===== src/rtl/truth_table_sweeper.sv =====
// Steps a 4-input circuit through all 16 input vectors, samples its synchronized
// output at the end of each settle window and scores it against TRUTH_TABLE.
module truth_table_sweeper #(
  parameter logic [15:0] TRUTH_TABLE   = 16'h2C26,
  parameter int          SETTLE_CYCLES = 4,
  parameter int          SYNC_STAGES   = 2
) (
  input  logic        clk,
  input  logic        rst_n,
  input  logic        start,
  input  logic        abort,
  output logic [3:0]  dut_in,
  input  logic        dut_out,
  output logic        busy,
  output logic        done,
  output logic        aborted,
  output logic        pass,
  output logic [15:0] mismatch_mask,
  output logic [4:0]  fail_count
);

  if (SETTLE_CYCLES < SYNC_STAGES + 1 || SETTLE_CYCLES > 255 ||
      SYNC_STAGES < 1 || SYNC_STAGES > 3) begin : g_param_check
    $error("truth_table_sweeper: SETTLE_CYCLES/SYNC_STAGES out of range");
  end

  typedef enum logic [1:0] {IDLE, SETTLE, DONE} state_t;

  localparam logic [7:0] LAST_CNT = 8'(SETTLE_CYCLES - 1);

  state_t                 state_q, state_d;
  logic [7:0]             cnt_q, cnt_d;
  logic [3:0]             vec_q, vec_d;
  logic [15:0]            mask_q, mask_d;
  logic [4:0]             fcnt_q, fcnt_d;
  logic                   pass_q, pass_d;
  logic                   abrt_q, abrt_d;
  logic [SYNC_STAGES-1:0] sync_q;
  logic                   miss;

  always_ff @(posedge clk or negedge rst_n) begin
    if (!rst_n) begin
      state_q <= IDLE;
      cnt_q   <= '0;
      vec_q   <= '0;
      mask_q  <= '0;
      fcnt_q  <= '0;
      pass_q  <= 1'b0;
      abrt_q  <= 1'b0;
      sync_q  <= '0;
    end else begin
      state_q   <= state_d;
      cnt_q     <= cnt_d;
      vec_q     <= vec_d;
      mask_q    <= mask_d;
      fcnt_q    <= fcnt_d;
      pass_q    <= pass_d;
      abrt_q    <= abrt_d;
      sync_q[0] <= dut_out;
      for (int i = 1; i < SYNC_STAGES; i++) sync_q[i] <= sync_q[i-1];
    end
  end

  assign miss = sync_q[SYNC_STAGES-1] ^ TRUTH_TABLE[vec_q];

  always_comb begin
    state_d = state_q;
    cnt_d   = cnt_q;
    vec_d   = vec_q;
    mask_d  = mask_q;
    fcnt_d  = fcnt_q;
    pass_d  = pass_q;
    abrt_d  = abrt_q;
    unique case (state_q)
      IDLE: begin
        // start has priority over a coincident abort
        if (start) begin
          state_d = SETTLE;
          cnt_d   = '0;
          vec_d   = '0;
          mask_d  = '0;
          fcnt_d  = '0;
          pass_d  = 1'b0;
          abrt_d  = 1'b0;
        end
      end
      SETTLE: begin
        // abort discards a sample landing in the same cycle
        if (abort) begin
          state_d = IDLE;
          abrt_d  = 1'b1;
        end else if (cnt_q == LAST_CNT) begin
          cnt_d = '0;
          if (miss) begin
            mask_d[vec_q] = 1'b1;
            fcnt_d        = fcnt_q + 5'd1;
          end
          if (vec_q == 4'd15) begin
            state_d = DONE;
            pass_d  = (fcnt_d == 5'd0);
          end else begin
            vec_d = vec_q + 4'd1;
          end
        end else begin
          cnt_d = cnt_q + 8'd1;
        end
      end
      DONE:    state_d = IDLE;
      default: state_d = IDLE;
    endcase
  end

  assign dut_in        = vec_q;
  assign busy          = (state_q == SETTLE);
  assign done          = (state_q == DONE);
  assign aborted       = abrt_q;
  assign pass          = pass_q;
  assign mismatch_mask = mask_q;
  assign fail_count    = fcnt_q;

endmodule


===== config.mk =====
export PLATFORM = sky130hd
export DESIGN_NAME = truth_table_sweeper
export DESIGN_NICKNAME = d
export VERILOG_FILES = /design/src/rtl/truth_table_sweeper.sv
export SDC_FILE = /design/constraint.sdc
export NUM_CORES = 1
export LEC_CHECK = 0
export CAP_MARGIN = 20
export CORE_MARGIN = 3
export CORE_UTILIZATION = 46
export DETAILED_ROUTE_END_ITERATION = 7
export GPL_TIMING_DRIVEN = 0
export PLACE_DENSITY_LB_ADDON = 0.15
export SYNTH_ARGS = -nofsm -noshare
export SYNTH_HDL_FRONTEND = slang
export SYNTH_SLANG_ARGS = --single-unit

===== constraint.sdc =====
create_clock -name clk -period 1.9 [get_ports clk]
set_clock_uncertainty 0.1 [all_clocks]
set_input_delay 0.19 -clock clk [delete_from_list [all_inputs] [get_ports clk]]
set_output_delay 0.19 -clock clk [all_outputs]
set_load 0.01 [all_outputs]

==> results of run 1 <==
## placed cells by master (no fill, tap or decap), types with 2 or more instances in the layout
cell type and count:
dfrtp_1 37, clkdlybuf4s50_1 32, nor2_1 31, buf_4 14, nand2_1 11, a21oi_1 7, a21oi_2 7, nand3_1 6
xor2_1 6, nand4_1 5, clkbuf_8 5, xnor2_1 4, o21ai_0 4, a31oi_1 4, inv_2 3, nand2b_1 3
a22o_1 3, ha_4 3, ha_1 3, nor2b_1 2, nor4b_4 2, buf_6 2, buf_2 2, and2_1 2
mux2i_1 2, o21ai_1 2, inv_1 2, dfrtp_2 2
## flip-flops by register name, indices dropped and copies added (netlist names)
signal / flops
sync_q: 2
pass: 1
aborted: 1
cnt_q: 8
state_q: 2
mismatch_mask: 16
dut_in: 4
fail_count: 5
## kinds of logic (layout without fill, tap and decap cells)
group           after synthesis  in the layout  share of synthesized area (%)
compound gates               38             38                           13.9
xor+xnor                     11             11                           5.25
fa+ha+maj                     6              6                           4.09
buf+inv                      13             66                           3.47
flops                        39             39                           53.1
mux                           2              2                           1.09
simple gates                 70             70                           19.1
## final cells by class
type                    count  area, um2  share of cell area [%]
clock inverters             2       12.5                   0.490
inverters                   5       18.8                   0.736
multi-input cells         127        928                    36.4
clock buffers               6       72.6                    2.84
repair buffers             47        433                    17.0
well taps                  48       60.1                    2.35
plain buffers               6       47.5                    1.86
flip-flops and latches     39        978                    38.4
## repair_timing
| item | 4_1_cts | 5_1_grt |
|---|---|---|
| endpoints found under the setup margin | 33 | 29 |
| gates cloned | 0 | 0 |
| hold endpoints to repair | 39 | 0 |
| gates resized for setup | 19 | 12 |
| setup buffers | 10 | 3 |
| pin swaps | 10 | 8 |
| hold buffers | 1 | 0 |
## worst min-delay path by stage
stage	from	end	cells past startpoint
global placement	sync_q[0]$_DFF_PN0_	sync_q[1]$_DFF_PN0_	0
global route	dut_out	sync_q[0]$_DFF_PN0_	1
finish	dut_out	sync_q[0]$_DFF_PN0_	1
floorplan	rst_n	aborted$_DFFE_PN0P_	0
detailed placement	rst_n	cnt_q[7]$_DFFE_PN0P_	1
CTS	dut_out	sync_q[0]$_DFF_PN0_	1
## worst reg2reg max path, stage by stage, from the launching register on
cell and delay [ns]:
dfrtp_2 0.43, inv_2 0.09, ha_4 0.21, mux2i_1 0.15, o21ai_2 0.07, xor2_1 0.15, buf_4 0.16, mux2i_1 0.12
o22a_1 0.22, o41ai_2 0.33
## synthesized netlist by cell type, types with 2 or more instances
| cell | number | share of area (%) |
|---|---|---|
| xor2_1 | 6 | 2.9 |
| ha_1 | 6 | 4.1 |
| nand3_1 | 6 | 1.6 |
| a21oi_1 | 14 | 3.8 |
| dfrtp_1 | 39 | 53 |
| o21ai_0 | 5 | 1.4 |
| and2_1 | 2 | 0.68 |
| xnor2_1 | 5 | 2.4 |
| mux2i_1 | 2 | 1.1 |
| clkbuf_1 | 2 | 0.41 |
| a22o_1 | 3 | 1.4 |
| a31oi_1 | 4 | 1.4 |
| nand2_1 | 12 | 2.5 |
| and4_1 | 2 | 0.95 |
| nand4_1 | 5 | 1.7 |
| nand2b_1 | 4 | 1.4 |
| nor2b_1 | 2 | 0.68 |
| buf_2 | 3 | 0.82 |
| inv_1 | 5 | 1.0 |
| o21ai_1 | 2 | 0.54 |
| nor2_1 | 31 | 6.3 |
## routing by layer
metal,track usage [%],routed length [um],part of all wire [%],vias up
met5,0,0,0,-
met2,31.9,2190,50,29
met3,6.23,200,4.6,8
met4,8.03,65,1.5,0
met1,24.5,1890,43,748
li1,-,-,-,730
## per-stage QoR
stage	TNS, ns	hold WS (ns)	instance area, um2
floorplan	-0.283	-0.206	1850
global placement	-20.43	0.235	2240
detailed placement	-9.29	0.250	2240
CTS	-2.62	0.232	2480
global route	-6.17	0.249	2550
finish	-2.69	0.232	2550
## power by group through the flow
stage / Sequential (mW) / Combinational (mW) / Clock, mW
final: 1.05 / 1.20 / 0.545
after global routing: 1.07 / 1.32 / 0.596
after CTS: 1.03 / 1.11 / 0.556
after detailed placement: 1.06 / 0.873 / 0
after global placement: 1.06 / 0.857 / 0
after floorplan: 1.07 / 0.543 / 0
==> summary.txt, run 1 <==
Clocking
  • CTS tree: yes
  • Worst skew pair latency: 0.29 ns
  • H-tree depth: 2
  • CTS buffer count: 5
  • CTS Sinks: 39
  • Max Root-Sink Buffers: 2
  • Root buf cell: clkbuf_8
  • Clock transition at path regs: 0.08 ns

Pwr
  • PwrDens: 1090 mW/mm2
  • Pwr Total: 2.79 mW
  • Leakage power: 1.14 nW
  • Sequential share of power: 37.6%
  • Combinational power share: 42.9%
  • NetSw: 0.987 mW
  • Switching share of power: 35.3%
  • Clk pwr share: 19.5%
  • Int Pwr: 1.81 mW
  • Max rail drop VDD: 698 uV

GRT
  • Vias in the first global route: 1,634
  • Grt total ovfl: 0
  • Initial antenna violation count: 0
  • Largest net degree at the start of global routing: 40
  • GRT Overall Usage: 19.7%
  • First-pass GRT wire length: 7.51 mm

Synth
  • Sequential area share after synthesis: 53.1%
  • Synthesis Warnings: 0
  • Ys flop type: dfrtp_1
  • Synth async-reset ratio: 100%
  • Post-synth net total: 190
  • EDFF count, synth: 0
  • Seq cells post-synth: 39
  • Post-Synthesis Cells: 179
  • Library cells used by synthesis: 40
  • Avg Inst Size Synth: 10.3 um2
  • Post-Syn Area: 0.00184 mm2

Worst hold path
  • Worst min-delay path class: in -> reg

Floorplanning
  • Site row count: 22
  • Die X: 69.2 um
  • Die Ht: 69.2 um
  • Core area: 0.00374 mm2
  • I/O pin cnt: 34
  • Die footprint: 0.00479 mm2
  • Starting Density: 49.1%

Place
  • Placed insts: 260
  • I/O Buffers: 33
  • Detail Placement HPWL: 2.87 mm
  • GPL Wtd Cong: 0.777
  • Dpl ws: -0.463 ns

Worst setup path
  • Worst path cell trace: inv_2, ha_4, mux2i_1, o21ai_2, xor2_1, buf_4, mux2i_1, o22a_1, o41ai_2
  • Worst path max stage delay: 0.43 ns
  • Reg-to-reg slack, setup: -0.24 ns
  • R2r endpoint: pass$_DFFE_PN0P_
  • Startpoint types: flop
  • Critical path's top delay family: compound AO/OA/AOI/OAI gates
  • Worst path bufs/invs: 2
  • Worst r2r path cells: 9
  • Crit path kind: reg -> reg
  • Worst-path fanout max: 5
  • Crit path top cell by count: mux2i_1
  • Crit path capture: pass$_DFFE_PN0P_
  • Worst path depth: 9
  • Arr. time, crit path: 2.22 ns
  • Crit end category: flop
  • Max stage delay cell, worst path: dfrtp_2
  • Worst endpoint required time: 1.98 ns
  • Worst r2r src: dut_in[0]$_DFFE_PN0P_
  • Critical path origin: dut_in[0]$_DFFE_PN0P_

Cells and area
  • Final core utilization: 68.1%
  • Layout cells sized above 1: 23.7%
  • Number of filler cells placed in the layout: 299
  • Antenna diodes: 0
  • Nets: 242
  • Area delta synth->final: 38.9%
  • Layout Cells excl Fill: 280

Routing
  • Antenna viol nets, final: 0
  • Via density per instance: 5.41
  • Total wire length: 4.35 mm
  • DRT Pass-1 Iters: 4
  • DR vias: 1,515
  • Wire per inst: 15.5 um
  • Initial DRC Count: 77
  • Residual DRC: 0

Run status
  • Violated checks: negative setup slack
  • Status: complete, but fails checks

Timing
  • Fin crit share: 113%
  • Final worst slack: -0.239 ns
  • RSZ-0062 raised after global routing: true
  • Fin. max-slew vios: 0
  • Final min period: 2.14 ns
  • Final hold vios: 0
  • Max transition margin: 43.7%
  • Final setup fails: 23
  • F_max: 468 MHz
  • Slew @ Worst Pin: 0.844 ns

Run
  • Max Cap Viol: 0
(Power assumes the default switching activity.)
==> inputs of run 2 (changes only) <==
--- a/config.mk
+++ b/config.mk
@@ -8,6 +8,7 @@
 export CAP_MARGIN = 20
 export CORE_MARGIN = 3
 export CORE_UTILIZATION = 46
+export CTS_CLUSTER_DIAMETER = 80
 export DETAILED_ROUTE_END_ITERATION = 7
 export GPL_TIMING_DRIVEN = 0
 export PLACE_DENSITY_LB_ADDON = 0.15
==> results of run 2 <==
Same layout as run 1: the final DEF is identical, and so are final timing and power.
==> inputs of run 3 (changes only) <==
--- a/config.mk
+++ b/config.mk
@@ -12,6 +12,7 @@
 export DETAILED_ROUTE_END_ITERATION = 7
 export GPL_TIMING_DRIVEN = 0
 export PLACE_DENSITY_LB_ADDON = 0.15
+export RECOVER_POWER = 25
 export SYNTH_ARGS = -nofsm -noshare
 export SYNTH_HDL_FRONTEND = slang
 export SYNTH_SLANG_ARGS = --single-unit
==> run 3 against run 2 <==
Compared with the run above: the run still ends with negative setup slack left; wire length increased by 0.44%; worst setup slack improved by 0.0021 ns; sequential share of layout area increased by 0.17 points; flip-flop and latch count unchanged; clock-buffer cell count unchanged; largest power group unchanged.
==> summary.txt, run 3 (same netlist as run 1, synthesis figures left out) <==
Cells and area
  • Nets: 242 (unchanged)
  • Most frequent cells in the layout: dfrtp_1 (37), nor2_1 (31), clkdlybuf4s50_1 (31)
  • Commonest non-fill, non-tap cell in the layout: dfrtp_1
  • Number of filler cells placed in the layout: 300 (+0.33%)
  • Antenna diodes: 0 (unchanged)
  • Layout cells sized above 1: 23.3% (-0.43 points)
  • Max reg flops: 16 (unchanged)
  • Layout Cells excl Fill: 280 (unchanged)
  • Area delta synth->final: 38.3%

Timing
  • Final setup fails: 27 (+17%)
  • Setup TNS: -3.69 ns (-0.998 ns)
  • Max transition margin: 36.5% (-7.2 points)
  • Final min period: 2.14 ns (-0.00206 ns)
  • Final hold vios: 0 (unchanged)
  • Fin. max-slew vios: 0 (unchanged)
  • Slew @ Worst Pin: 0.952 ns (+0.108 ns)
  • F_max: 468 MHz (about the same)
  • Final worst slack: -0.237 ns (+0.00206 ns)
  • RSZ-0062 raised after global routing: true
  • Fin crit share: 112% (about the same)

Clocking
  • CTS buffer count: 5 (unchanged)
  • CTS tree: yes
  • Worst skew pair latency: 0.30 ns (about the same)
  • Max Root-Sink Buffers: 2 (unchanged)
  • Root buf cell: clkbuf_8
  • Clock transition at path regs: 0.08 ns (about the same)
  • H-tree depth: 2 (unchanged)
  • CTS Sinks: 39 (unchanged)

Routing
  • DRT Pass-1 Iters: 4 (unchanged)
  • DR vias: 1,517 (+0.13%)
  • Via density per instance: 5.42 (+0.13%)
  • Initial DRC Count: 74 (-3.9%)
  • Antenna viol nets, final: 0 (unchanged)
  • Wire per inst: 15.6 um (+0.44%)
  • Residual DRC: 0 (unchanged)
  • Total wire length: 4.37 mm (+0.44%)

Run status
  • Status: complete, but fails checks
  • Violated checks: negative setup slack

Worst hold path
  • Worst min-delay path class: reg -> reg
  • Worst hold path depth: 0 (-1)

Floorplanning
  • Die Ht: 69.2 um (unchanged)
  • Die X: 69.2 um (unchanged)
  • Starting Density: 49.1% (unchanged)
  • Site row count: 22 (unchanged)
  • I/O pin cnt: 34 (unchanged)
  • Core area: 0.00374 mm2 (unchanged)
  • Die footprint: 0.00479 mm2 (unchanged)

Pwr
  • PwrDens: 1100 mW/mm2 (+0.29%)
  • Leakage power: 1.14 nW (-0.12%)
  • Max rail drop VDD: 698 uV (about the same)

Worst setup path
  • Worst-path fanout max: 5 (unchanged)
  • Startpoint types: flop
  • Crit end category: flop
  • Reg-to-reg slack, setup: -0.24 ns (about the same)
  • Worst endpoint required time: 1.98 ns (about the same)
  • Arr. time, crit path: 2.22 ns (about the same)
  • Crit path kind: reg -> reg
  • Worst r2r path cells: 9 (unchanged)

GRT
  • Grt total ovfl: 0 (unchanged)
  • Vias in the first global route: 1,634 (unchanged)
  • Largest net degree at the start of global routing: 40 (unchanged)
  • Initial antenna violation count: 0 (unchanged)
  • First-pass GRT wire length: 7.51 mm (unchanged)
  • GRT Overall Usage: 19.7% (unchanged)

Place
  • Detail Placement HPWL: 2.87 mm (unchanged)
  • I/O Buffers: 33 (unchanged)
  • Placed insts: 260 (unchanged)
  • GPL Wtd Cong: 0.777 (unchanged)

Run
  • Max Cap Viol: 0 (unchanged)
## run 3: report_power, final
group          internal (mW)  total, mW  switching [mW]
clock network          0.256      0.546           0.290
registers              0.932       1.05           0.117
logic                  0.614       1.19           0.578
total                   1.80       2.79           0.986
## run 3: worst paths after layout
| path | to | startpoint |
|---|---|---|
| setup / recovery | pass$_DFFE_PN0P_ | dut_in[0]$_DFFE_PN0P_ |
| hold / removal | sync_q[1]$_DFF_PN0_ | sync_q[0]$_DFF_PN0_ |
| setup reg to reg | pass$_DFFE_PN0P_ | dut_in[0]$_DFFE_PN0P_ |
| hold reg to reg | sync_q[1]$_DFF_PN0_ | sync_q[0]$_DFF_PN0_ |
| max in group asynchronous | dut_in[1]$_DFFE_PN0P_ | rst_n |
| min in group asynchronous | mismatch_mask[11]$_DFFE_PN0P_ | rst_n |
## run 3: layer usage
layer / global-route usage (%) / part of all wire (%) / wire length, um / up-vias
met5: 0 / 0 / 0 / -
met2: 31.9 / 50 / 2170 / 31
met3: 6.23 / 4.4 / 193 / 8
met4: 8.03 / 1.5 / 65 / 0
li1: - / - / - / 730
met1: 24.5 / 44 / 1940 / 748
## run 3: final cells by class
class | instances | area [um2] | share of cell area, %
well taps | 48 | 60.1 | 2.36
clock inverters | 2 | 12.5 | 0.493
inverters | 5 | 18.8 | 0.739
repair buffers | 47 | 433 | 17.0
multi-input cells | 127 | 917 | 36.1
clock buffers | 6 | 72.6 | 2.86
flip-flops and latches | 39 | 978 | 38.5
plain buffers | 6 | 47.5 | 1.87
## run 3: metrics by stage
step / hold slack [ns] / worst slack, ns / cell area, um2 / utilization (%) / power (mW)
5_1_grt: 0.281 / -0.406 / 2540 / 67.8 / 2.98
3_3_place_gp: 0.235 / -0.441 / 2240 / 59.9 / 1.91
6_report: 0.272 / -0.237 / 2540 / 67.8 / 2.79
2_1_floorplan: -0.206 / -0.166 / 1850 / - / 1.61
4_1_cts: 0.232 / -0.259 / 2480 / 66.2 / 2.70
3_5_place_dp: 0.250 / -0.463 / 2240 / 59.8 / 1.93
## run 3: repair_timing
item,4_1_cts,5_1_grt
endpoints found under the setup margin,33,29
hold endpoints to repair,39,0
pin swaps,10,8
buffers inserted,10,3
hold buffers,1,0
resized for setup,19,12
## run 3: worst max-delay path: stages, from the launching register on
cell,delay (ns)
dfrtp_2,0.43
inv_2,0.09
ha_4,0.20
mux2i_1,0.15
o21ai_2,0.07
xor2_1,0.15
buf_4,0.16
mux2i_1,0.12
o22a_1,0.22
o41ai_2,0.33
